--- src/rtl/arith_encoder_frame_ctrl.sv ---
// Frame sequencer in front of the arithmetic encoder: issues one symbol per cycle, drains the
// encoder pipeline after the last symbol, then requests and awaits the flush. Optional macro: ARITH_CTRL_SYMCHK_EN.
module arith_encoder_frame_ctrl #(
    parameter int RANGE_WIDTH  = 16,
    parameter int SYMBOL_WIDTH = 4,
    parameter int PIPE_DEPTH   = 4,
    parameter int CNT_WIDTH    = 16
) (
    input  logic                    general_clk,
    input  logic                    reset,
    input  logic                    in_valid,
    output logic                    in_ready,
    input  logic [RANGE_WIDTH-1:0]  in_fl,
    input  logic [RANGE_WIDTH-1:0]  in_fh,
    input  logic [SYMBOL_WIDTH-1:0] in_symbol,
    input  logic [SYMBOL_WIDTH:0]   in_nsyms,
    input  logic                    in_last,
    output logic                    enc_valid,
    output logic [RANGE_WIDTH-1:0]  enc_fl,
    output logic [RANGE_WIDTH-1:0]  enc_fh,
    output logic [SYMBOL_WIDTH-1:0] enc_symbol,
    output logic [SYMBOL_WIDTH:0]   enc_nsyms,
    output logic                    flush_req,
    input  logic                    flush_done,
    output logic                    frame_done,
    output logic                    busy,
    output logic [CNT_WIDTH-1:0]    sym_count,
    output logic                    err_sym
);

    // state | meaning
    // IDLE  | waiting for the first beat of a frame
    // RUN   | issuing beats, one per accept
    // DRAIN | last beat seen, waiting PIPE_DEPTH cycles for the encoder pipeline
    // FLUSH | flush_req held high until flush_done
    // DONE  | frame_done pulse, back to IDLE next cycle
    typedef enum logic [2:0] {
        IDLE  = 3'd0,
        RUN   = 3'd1,
        DRAIN = 3'd2,
        FLUSH = 3'd3,
        DONE  = 3'd4
    } state_t;

    localparam logic [3:0]           DRAIN_LOAD = 4'(PIPE_DEPTH);
    localparam logic [CNT_WIDTH-1:0] CNT_ONE    = CNT_WIDTH'(1);
    localparam logic [CNT_WIDTH-1:0] CNT_MAX    = '1;

    state_t     state;
    logic [3:0] drain_cnt;
    logic       accept;
    logic       beat_ok;
    logic       issue;

    assign in_ready = reset && ((state == IDLE) || (state == RUN));
    assign accept   = in_valid && in_ready;
    assign issue    = accept && beat_ok;

`ifdef ARITH_CTRL_SYMCHK_EN
    logic drop;

    assign beat_ok = ({1'b0, in_symbol} < in_nsyms) && (in_nsyms >= (SYMBOL_WIDTH+1)'(2));
    assign drop    = accept && !beat_ok;

    always_ff @(posedge general_clk) begin
        if (!reset) begin
            err_sym <= 1'b0;
        end else if (drop) begin
            err_sym <= 1'b1;
        end
    end
`else
    assign beat_ok = 1'b1;
    assign err_sym = 1'b0;
`endif

    always_ff @(posedge general_clk) begin
        if (!reset) begin
            state      <= IDLE;
            drain_cnt  <= '0;
            enc_valid  <= 1'b0;
            enc_fl     <= '0;
            enc_fh     <= '0;
            enc_symbol <= '0;
            enc_nsyms  <= '0;
            flush_req  <= 1'b0;
            frame_done <= 1'b0;
            busy       <= 1'b0;
            sym_count  <= '0;
        end else begin
            enc_valid  <= issue;
            frame_done <= 1'b0;
            if (issue) begin
                enc_fl     <= in_fl;
                enc_fh     <= in_fh;
                enc_symbol <= in_symbol;
                enc_nsyms  <= in_nsyms;
            end

            case (state)
                IDLE: begin
                    if (accept) begin
                        sym_count <= issue ? CNT_ONE : '0;
                        busy      <= 1'b1;
                        if (in_last) begin
                            state     <= DRAIN;
                            drain_cnt <= DRAIN_LOAD;
                        end else begin
                            state <= RUN;
                        end
                    end
                end
                RUN: begin
                    if (accept) begin
                        if (issue && (sym_count != CNT_MAX)) begin
                            sym_count <= sym_count + CNT_ONE;
                        end
                        if (in_last) begin
                            state     <= DRAIN;
                            drain_cnt <= DRAIN_LOAD;
                        end
                    end
                end
                DRAIN: begin
                    // Zero count means the encoder range/low are stable now.
                    if (drain_cnt == 4'd0) begin
                        state     <= FLUSH;
                        flush_req <= 1'b1;
                    end else begin
                        drain_cnt <= drain_cnt - 4'd1;
                    end
                end
                FLUSH: begin
                    if (flush_done) begin
                        state      <= DONE;
                        flush_req  <= 1'b0;
                        frame_done <= 1'b1;
                    end
                end
                DONE: begin
                    state <= IDLE;
                    busy  <= 1'b0;
                end
                default: begin
                    state     <= IDLE;
                    flush_req <= 1'b0;
                    busy      <= 1'b0;
                end
            endcase
        end
    end

endmodule

--- config.mk ---
export PLATFORM = sky130hd
export DESIGN_NAME = arith_encoder_frame_ctrl
export DESIGN_NICKNAME = d
export VERILOG_FILES = /design/src/rtl/arith_encoder_frame_ctrl.sv
export SDC_FILE = /design/constraint.sdc
export NUM_CORES = 1
export LEC_CHECK = 0
export CELL_PAD_IN_SITES_DETAIL_PLACEMENT = 2
export CELL_PAD_IN_SITES_GLOBAL_PLACEMENT = 2
export CORE_ASPECT_RATIO = 0.5
export CORE_MARGIN = 1
export CORE_UTILIZATION = 22
export DETAILED_ROUTE_END_ITERATION = 7
export PLACE_DENSITY_LB_ADDON = 0.08
export SLEW_MARGIN = 20
export SYNTH_ARGS = -nofsm -noshare
export SYNTH_HDL_FRONTEND = slang
export SYNTH_SLANG_ARGS = --single-unit
--- constraint.sdc ---
create_clock -name general_clk -period 1.6 [get_ports general_clk]
set_input_delay 0.16 -clock general_clk [delete_from_list [all_inputs] [get_ports general_clk]]
set_output_delay 0.16 -clock general_clk [all_outputs]
set_load 0.05 [all_outputs]
==> results.rst <==
.. list-table::
   :header-rows: 1

   * - Metric
     - Value
   * - Cell with the biggest individual delay on the critical path
     - sky130_fd_sc_hd__or3_4
   * - Post-synthesis sequential area ratio
     - a little under half
   * - Pwr dens
     - 890 nW/um^2
   * - Detailed-placement wirelength estimate
     - just under 8000 um
   * - Buffer depth of the longest clock path
     - 2
   * - Hold buffer count at cts
     - 0
   * - Final worst clock skew
     - approximately 0.0061 ns
   * - Highest net fanout along the worst path
     - 4
   * - Type of the most critical hold path
     - in -> reg
   * - Routed len/inst
     - roughly 16 um
   * - Shortest period the worst path allows
     - 1.75 ns
   * - Synthesized instance count
     - 347
   * - CTS sink cnt
     - 68
   * - TritonCTS clock tree
     - built
   * - Ys async rst share
     - 0%
   * - Setup violations, final
     - 11
   * - Antenna violation net count after detailed routing
     - 0
   * - Post-route DRC
     - 7
   * - Core Util, Final
     - between 30% and 40%
   * - Detailed router's first-iteration violation count
     - 87
   * - Number of inserted diodes
     - 0
   * - Total number of placement rows
     - 29
   * - Count of TritonRoute iterations in the first routing pass
     - 6
   * - Area leader, netlist
     - sky130_fd_sc_hd__dfxtp_1
   * - Count of flip-flops with a built-in enable after synthesis
     - 0
   * - Endpoint arrival time on the critical path
     - 1.97 ns
   * - Inserted Clock Buffers
     - 9
   * - Violations in the final reports
     - DRC, setup timing
   * - CTS clock-pin slew for the worst setup and hold paths
     - 0.06 ns
   * - Hold_ws
     - between 0.3 and 0.4 ns
   * - Flip-flop cell with the highest count after synthesis
     - sky130_fd_sc_hd__dfxtp_1
   * - Post-detailed-route via-to-cell ratio
     - ~4.5
   * - Worst-Skew Late Latency
     - 0.33 ns
   * - Starting Density
     - approximately 23%
   * - Cell area reported after detailed placement
     - 4470 sq um
   * - Via count
     - 3054
   * - Mapped Nets
     - 395
   * - Required arrival time at the worst endpoint
     - 1.82 ns
   * - Design Area, Final
     - 4920 sq um
   * - Overall routing resource usage
     - 16.2%
   * - Max-cap violations
     - 0
   * - Final weighted congestion in routability-driven placement
     - 0.740
   * - Share of layout cells above drive strength 1
     - roughly two fifths
   * - Largest cells by area after synthesis
     - sky130_fd_sc_hd__dfxtp_1 46%, sky130_fd_sc_hd__nand2_1 12%, sky130_fd_sc_hd__a21boi_0 11%, sky130_fd_sc_hd__nand3_1 2.0%, sky130_fd_sc_hd__nor2_1 2.0%
   * - Core Area
     - 12900 sq um
   * - Root buffer cell
     - sky130_fd_sc_hd__clkbuf_16
   * - Number of global-route vias before repair
     - 3408
   * - Grt total ovfl
     - 0
   * - Count of pins on the block boundary
     - 109
   * - Worst supply voltage drop on vdd
     - 0.452 mV
   * - Synthesis-to-finish area growth
     - 65.5%
   * - DIE HEIGHT
     - approximately 84 um
   * - Antenna violations before repair
     - 0
   * - Port buffer count
     - 107
   * - Cell-by-cell trace of the critical path
     - nand3_2, or3_4, buf_6, o311ai_4, buf_6, nor3_2, o21a_1
   * - Kind of end point of the critical path
     - flop
   * - Die Outline Area
     - 14000 sq um
   * - Worst Setup Slack, final
     - -0.149 ns
   * - Synthesized area divided by synthesized cell count
     - 8.57 sq um
   * - Crit path launch type
     - flop
   * - CP max stage delay
     - 0.44 ns
   * - Routed WL
     - 10800 um
   * - Synthesis-stage register bit count
     - a little under 70
   * - Setup repair after global routing missed its margin
     - yes
   * - Fillers
     - 1448
   * - Cell variety after synth
     - 52
   * - Area share of the leading cell type in the synthesized netlist
     - 45.8%
   * - Portion of the clock cycle consumed by the worst path in the final layout
     - 109%
   * - Synth Warn #
     - 0
   * - Critical path class
     - reg -> reg
   * - FMAX
     - about 570 MHz
   * - Die width
     - 166 um
   * - First-pass GRT wire length
     - 17800 um
   * - Run status
     - finished, violations left
   * - Count of final hold-check violations
     - 0
   * - Net count reported at finish
     - around 550
   * - Deepest level of the CTS H-tree
     - 3
   * - Most frequent cell after synthesis
     - sky130_fd_sc_hd__nand2_1
   * - Pleak
     - 1.97 nW
   * - Post-synthesis cell area
     - 2970 sq um
   * - Cell type with the highest occurrence count on the critical path
     - sky130_fd_sc_hd__buf_6
   * - Pin count of the biggest net entering global routing
     - 64
   * - Top post-synthesis cells by count
     - 99 x sky130_fd_sc_hd__nand2_1, 68 x sky130_fd_sc_hd__dfxtp_1, 42 x sky130_fd_sc_hd__a21boi_0, 16 x sky130_fd_sc_hd__nor2_1, 12 x sky130_fd_sc_hd__nand3_1
   * - Final max-slew violation count
     - 0
## placed cells by master, fill, tap and decap left out, types with 9 or more instances in the layout
cell / count
sky130_fd_sc_hd__dfxtp_1: 48
sky130_fd_sc_hd__nor2_1: 15
sky130_fd_sc_hd__nand2_1: 99
sky130_fd_sc_hd__dfxtp_4: 15
sky130_fd_sc_hd__clkdlybuf4s50_1: 44
sky130_fd_sc_hd__a21boi_0: 41
sky130_fd_sc_hd__buf_6: 11
sky130_fd_sc_hd__clkbuf_16: 9
sky130_fd_sc_hd__buf_4: 105
## power by group
part / switching (mW) / leakage (nW) / internal [mW]
Clock: 0.726 / 0.132 / 1.07
Combinational: 0.469 / 1.27 / 0.336
Sequential: 0.0398 / 0.568 / 1.74
## stage by stage
step | power (mW) | worst slack, ns | setup TNS [ns] | cells
after floorplan | 2.24 | -0.0680 | -0.195 | 347
after global placement | 2.57 | -0.235 | -2.04 | 651
after detailed placement | 2.59 | -0.323 | -5.33 | 651
after CTS | 4.46 | -0.163 | -1.03 | 672
after global routing | 4.61 | -0.197 | -1.67 | 673
final | 4.38 | -0.149 | -0.988 | 673
## registers in the layout, summed over array words and instances, names as in the netlist, 3 cells and up
| name | cells |
|---|---|
| enc_symbol | 4 |
| enc_fl | 16 |
| enc_fh | 16 |
| sym_count | 16 |
| drain_cnt | 4 |
| state | 3 |
| enc_nsyms | 5 |
## kinds of logic after synthesis
family	after synthesis	synth area share, %
flip-flops	68	45.8
AO/OA/AOI/OAI	85	21.5
multiplexers	2	0.673
buffers and inverters	28	5.85
AND/OR/NAND/NOR	161	25.2
adder cells (fa/ha/maj)	2	0.841
other	1	0.126
## cell type report
type | count | area, sq um | area share [%]
timing repair buffer | 164 | 1420 | 28.8
inverter | 5 | 31.3 | 0.636
sequential | 68 | 1420 | 28.9
clock inverter | 3 | 15.0 | 0.305
clock buffer | 12 | 246 | 5.01
tap | 170 | 213 | 4.32
multi-input combinational | 251 | 1570 | 32.0
## critical path, delay by kind of cell (launching register included)
kind	cells	cell delay (ns)
flip-flops	1	0.35
AND/OR/NAND/NOR	3	0.55
buffers and inverters	2	0.30
AO/OA/AOI/OAI	2	0.44
## timing repair
action,4_1_cts,5_1_grt
setup buffers,6,2
setup endpoints to repair,14,19
resized for setup,32,10
pin swaps,17,11
## routing by layer
layer / track usage, % / vias to the layer above / routed length, um
met5: 0 / - / 0
met4: 5.30 / 0 / 140
met3: 5.61 / 17 / 686
met2: 28.4 / 83 / 5170
met1: 18.6 / 1469 / 4790
li1: - / 1485 / -
## worst paths after layout
kind	startpoint	to	slack, ns	depth (start not counted)
hold / removal	reset	drain_cnt[0]$_SDFFE_PN0P_	0.38	3
setup reg to reg	sym_count[14]$_SDFFE_PN0P_	sym_count[9]$_SDFFE_PN0P_	-0.15	7
setup / recovery	sym_count[14]$_SDFFE_PN0P_	sym_count[9]$_SDFFE_PN0P_	-0.15	7
hold reg to reg	enc_symbol[0]$_SDFFE_PN0P_	enc_symbol[0]$_SDFFE_PN0P_	0.47	2
(Power assumes the default switching activity.)
